$ cat config.mk
export PLATFORM = sky130hd
export DESIGN_NAME = vote_arbiter_ctrl
export DESIGN_NICKNAME = d
export VERILOG_FILES = /design/src/rtl/vote_arbiter_ctrl.sv
export SDC_FILE = /design/constraint.sdc
export NUM_CORES = 1
export LEC_CHECK = 0
export ABC_AREA = 0
export BUFFER_PORTS_ARGS = -buffer_cell sky130_fd_sc_hd__clkbuf_2
export CORE_MARGIN = 2
export CORE_UTILIZATION = 30
export CTS_CLUSTER_DIAMETER = 40
export DETAILED_ROUTE_END_ITERATION = 6
export PLACE_DENSITY = 0.45
export SKIP_CTS_REPAIR_TIMING = 1
export SLEW_MARGIN = 20
export SYNTH_ARGS = -nofsm -noshare
export SYNTH_HDL_FRONTEND = slang
export SYNTH_SLANG_ARGS = --single-unit
$ cat constraint.sdc
create_clock -name clk_100MHz -period 3.8 [get_ports clk_100MHz]
set_clock_uncertainty 0.05 [all_clocks]
set_input_delay 0.57 -clock clk_100MHz [delete_from_list [all_inputs] [get_ports clk_100MHz]]
set_output_delay 0.57 -clock clk_100MHz [all_outputs]
set_load 0.02 [all_outputs]
$ cat src/rtl/vote_arbiter_ctrl.sv
// Round-robin vote arbiter with tick-timed lockout and release wait.
// Shares saturating per-candidate counters between N_CAND buttons.
module vote_arbiter_ctrl #(
  parameter  int N_CAND     = 4,
  parameter  int CNT_W      = 8,
  parameter  int TICK_DIV   = 25_000_000,
  parameter  int LOCK_TICKS = 4,
  localparam int IDX_W      = (N_CAND > 1) ? $clog2(N_CAND) : 1
) (
  input  logic                    clk_100MHz,
  input  logic                    reset_n,
  input  logic [N_CAND-1:0]       btn_req,
  input  logic                    clear,
  output logic                    vote_valid,
  output logic [IDX_W-1:0]        vote_idx,
  output logic [N_CAND*CNT_W-1:0] counts,
  output logic                    busy,
  output logic                    led_blink
);

  localparam int TW = (TICK_DIV > 1) ? $clog2(TICK_DIV) : 1;
  localparam int LW = (LOCK_TICKS > 1) ? $clog2(LOCK_TICKS) : 1;

  typedef enum logic [1:0] {
    IDLE,
    LOCK,
    WAIT_REL
  } state_t;

  state_t                         state_q, state_d;
  logic [N_CAND-1:0][CNT_W-1:0]   cnt_q, cnt_d;
  logic                           valid_q, valid_d;
  logic [IDX_W-1:0]               idx_q, idx_d;
  logic [IDX_W-1:0]               rr_q, rr_d;
  logic [TW-1:0]                  tick_q, tick_d;
  logic [LW-1:0]                  lock_q, lock_d;
  logic                           led_q, led_d;
  logic [IDX_W-1:0]               grant;
  logic                           any_req;
  logic                           tick;
  logic                           last_lock;

  function automatic logic [IDX_W-1:0] rr_add(
    input logic [IDX_W-1:0] b,
    input int               k
  );
    logic [IDX_W:0] s;
    s = {1'b0, b} + (IDX_W+1)'(k);
    if (s >= (IDX_W+1)'(N_CAND))
      s = s - (IDX_W+1)'(N_CAND);
    return s[IDX_W-1:0];
  endfunction

  assign any_req   = |btn_req;
  assign tick      = (tick_q == TW'(TICK_DIV - 1));
  assign last_lock = (lock_q == LW'(LOCK_TICKS - 1));

  // Descending scan so the last hit is the first set bit from rr_q.
  always_comb begin
    grant = '0;
    for (int k = N_CAND - 1; k >= 0; k--) begin
      if (btn_req[rr_add(rr_q, k)])
        grant = rr_add(rr_q, k);
    end
  end

  always_comb begin
    state_d = state_q;
    cnt_d   = cnt_q;
    valid_d = 1'b0;
    idx_d   = idx_q;
    rr_d    = rr_q;
    tick_d  = tick ? '0 : tick_q + 1'b1;
    lock_d  = lock_q;
    led_d   = led_q;
    if (clear) begin
      cnt_d   = '0;
      rr_d    = '0;
      led_d   = 1'b0;
      state_d = WAIT_REL;
    end else begin
      unique case (state_q)
        IDLE: begin
          if (any_req) begin
            if (cnt_q[grant] != '1)
              cnt_d[grant] = cnt_q[grant] + 1'b1;
            valid_d = 1'b1;
            idx_d   = grant;
            rr_d    = rr_add(grant, 1);
            tick_d  = '0;
            lock_d  = '0;
            state_d = LOCK;
          end
        end
        LOCK: begin
          if (tick) begin
            if (last_lock) begin
              state_d = WAIT_REL;
              led_d   = 1'b0;
            end else begin
              led_d  = ~led_q;
              lock_d = lock_q + 1'b1;
            end
          end
        end
        WAIT_REL: begin
          if (!any_req)
            state_d = IDLE;
        end
        default: state_d = IDLE;
      endcase
    end
  end

  always_ff @(posedge clk_100MHz or negedge reset_n) begin
    if (!reset_n) begin
      state_q <= IDLE;
      cnt_q   <= '0;
      valid_q <= 1'b0;
      idx_q   <= '0;
      rr_q    <= '0;
      tick_q  <= '0;
      lock_q  <= '0;
      led_q   <= 1'b0;
    end else begin
      state_q <= state_d;
      cnt_q   <= cnt_d;
      valid_q <= valid_d;
      idx_q   <= idx_d;
      rr_q    <= rr_d;
      tick_q  <= tick_d;
      lock_q  <= lock_d;
      led_q   <= led_d;
    end
  end

  assign vote_valid = valid_q;
  assign vote_idx   = idx_q;
  assign counts     = cnt_q;
  assign busy       = (state_q != IDLE);
  assign led_blink  = led_q;

endmodule

==> impl_metrics.yaml <==
die:
  die_area_um2: 13200
  die_w_um: 115
  placementRows: 40
  io_pins: 44
  start_util_pct: 30.6
  core_area_um2: 12000
  die_height_um: 115
critical_path:
  crit_required_ps: 3970
  end_kind: "flip-flop"
  worstSetupPathType: "reg2reg"
  worstPathArrival_ps: 3650
  critPathMaxFanout: 16
  cp-start-kind: "flip-flop"
pwr:
  sw_frac_of_total_pct: 30.5
  peakVddDrop_mv: 0.186
  combPwrFrac_pct: 18.5
  internal_power_mw: 1.53
  sequentialPowerShare_pct: 40.2
  leakagePower_nw: 1.98
  power.density_nw_per_um2: 499
  power.switching_uw: 672
  clkPwrFrac_pct: 41.3
global_routing:
  antenna_found_initial: 0
  grt_start_max_net_pins: 34
  grt.busiest_layer: "met2"
  grt_use_met1_pct: 23.5
  grt_pass1_vias: 3100
  grt_pass1_wl_um: 17100
  gr-usage-all-layers_pct: 17.1
  overflow: 0
  grt_use_met2_pct: 25.6
  met3_usage_pct: 5.01
status:
  status: "finished clean"
placement:
  placed_cell_area_um2: 4100
  portBuffers: 43
  gp_congestion: 0.929
  hpwl_um: 7460
  place_ws_ps: 134
finish:
  n_antenna_cell: 0
  fillers: 1233
  utilization_pct: 36.8
  nets: 457
  area_growth_pct: 19.9
  layout_common_cells: "dfrtp_1, nor2_1, clkbuf_2"
  final_common_cell: "dfrtp_1"
  drive_gt1_share_pct: 20.1
  final_area_um2: 4410
route:
  wl_per_cell_um: 17.6
  viasPerCell: 5.28
  drtPass1Iterations: 4
  routed_wl_um: 10400
  via_count: 3144
  antenna_left: 0
  drt_iter0_drc: 203
  drcViolationCount: 0
sta:
  worst_pin_slew_ps: 796
  fin_setup_tns_ps: 0
  period_needed_ps: 3480
  hold_viol_final: 0
  finalSetupViolCount: 0
  rsz0062_at_grt: "no"
  fmax_ghz: 0.287
  relSlewSlack_pct: 46.9
  fin_ws_ps: 321
  slew_viol_final: 0
  period_share_pct: 91.5
hold_path:
  hold_class: "in2async"
synthesis:
  syn_inst: 392
  ys_ff_latch: 67
  ys_async_sr_fraction_pct: 100
  synth_nets: 406
  synth_cell_types: 53
  synth_area_um2: 3680
  yosysSeqAreaShare_pct: 45.5
  ys_warn_count: 0
  synth.avg_cell_area_um2: 9.39
  synth-edff-count: 0
  synthFlopType: "dfrtp_1"
cts:
  cts.sinks: 67
  clkLatencyLatePin_ps: 340
  cts_buffers: 9
  clk_path_buf_depth: 2
  cts_tree: "done"
  cts.clk_slew.worst_paths_ps: 60
  cts_root_buffer: "clkbuf_16"
  htreeDepth: 3
run:
  max_cap_viol_count: 0
-- cell usage after synthesis, types with 2 or more instances --
library cell / n / area (um2)
a211oi_1: 10 / 75.1
a21oi_1: 18 / 90.1
a221o_1: 8 / 80.1
and2_1: 10 / 62.6
and3_1: 9 / 56.3
and3b_1: 2 / 17.5
buf_2: 5 / 25.0
buf_6: 2 / 22.5
clkbuf_1: 9 / 33.8
dfrtp_1: 67 / 1680
ha_1: 7 / 87.6
inv_1: 9 / 33.8
inv_2: 2 / 7.51
mux2_2: 4 / 45.0
mux2i_1: 7 / 70.1
nand2_1: 27 / 101
nand3_1: 35 / 175
nand4_1: 3 / 18.8
nor2_1: 47 / 176
nor3_1: 5 / 25.0
nor4_1: 6 / 37.5
o211ai_1: 12 / 90.1
o21a_1: 2 / 15.0
o21ai_0: 28 / 140
o31ai_1: 4 / 30.0
or2_2: 4 / 25.0
or3_1: 4 / 25.0
xnor2_1: 6 / 52.6
xor2_1: 16 / 140
-- cell families after synthesis --
logic type      after synthesis  share of synthesized area, %
buf+inv                      29                          3.64
xor+xnor                     22                          5.23
compound gates               96                          18.3
mux                          11                          3.13
simple gates                160                          21.8
fa+ha+maj                     7                          2.38
flops                        67                          45.5
-- final cells by class --
type / count / area, um2 / area share (%)
clock inverter: 6 / 88.8 / 2.01
clock buffer: 10 / 229 / 5.19
multi-input combinational: 296 / 1870 / 42.4
inverter: 12 / 45.0 / 1.02
timing repair buffer: 57 / 320 / 7.26
tap: 147 / 184 / 4.17
sequential: 67 / 1680 / 38.0
-- per-stage QoR --
stage | power (mW) | hold slack (ps) | cells
floorplan | 1.16 | 224 | 392
global placement | 1.30 | 410 | 579
detailed placement | 1.31 | 430 | 579
CTS | 2.23 | 287 | 595
global route | 2.33 | 315 | 595
finish | 2.20 | 268 | 595
-- metal layers --
layer  vias to the layer above  part of all wire, %
met2                        92                   45
met4                         0                  1.5
li1                       1525                    -
met5                         -                    0
met3                        12                  6.2
met1                      1515                   47
-- flip-flops by register name, summed over array words and instances, names as in the netlist --
name and flops:
counts 32, tick_q 25, lock_q 2, rr_q 2, state_q 2, vote_idx 2
led_blink 1, vote_valid 1
-- power by group through the flow --
| stage | Clock, mW | Sequential (mW) | Combinational [mW] |
|---|---|---|---|
| final | 0.909 | 0.885 | 0.409 |
| after global placement | 0 | 0.897 | 0.408 |
| after global routing | 0.974 | 0.901 | 0.456 |
| after CTS | 0.928 | 0.886 | 0.410 |
| after floorplan | 0 | 0.909 | 0.253 |
| after detailed placement | 0 | 0.898 | 0.408 |
-- final timing paths --
check                      startpoint         end  slack (ps)  cells after the start
hold reg to reg             lock_q[1]   lock_q[1]         440                      2
setup reg to reg              rr_q[1]   counts[3]         320                     11
hold / removal                reset_n  counts[20]         270                      1
min in group clk_100MHz         clear   led_blink         420                      2
setup / recovery              rr_q[1]   counts[3]         320                     11
max in group asynchronous     reset_n  counts[31]        2630                      2
-- worst max-delay path, stage by stage, from the launching register on --
cell and delay [ps]:
dfrtp_1 480, and3b_1 230, o21a_1 240, nor2_8 210, mux2i_1 110, mux2_2 330
inv_1 160, ha_1 230, nand3_1 140, o41a_4 550, o22a_1 300, a221o_1 350
Power figures use the tool's default switching activity.
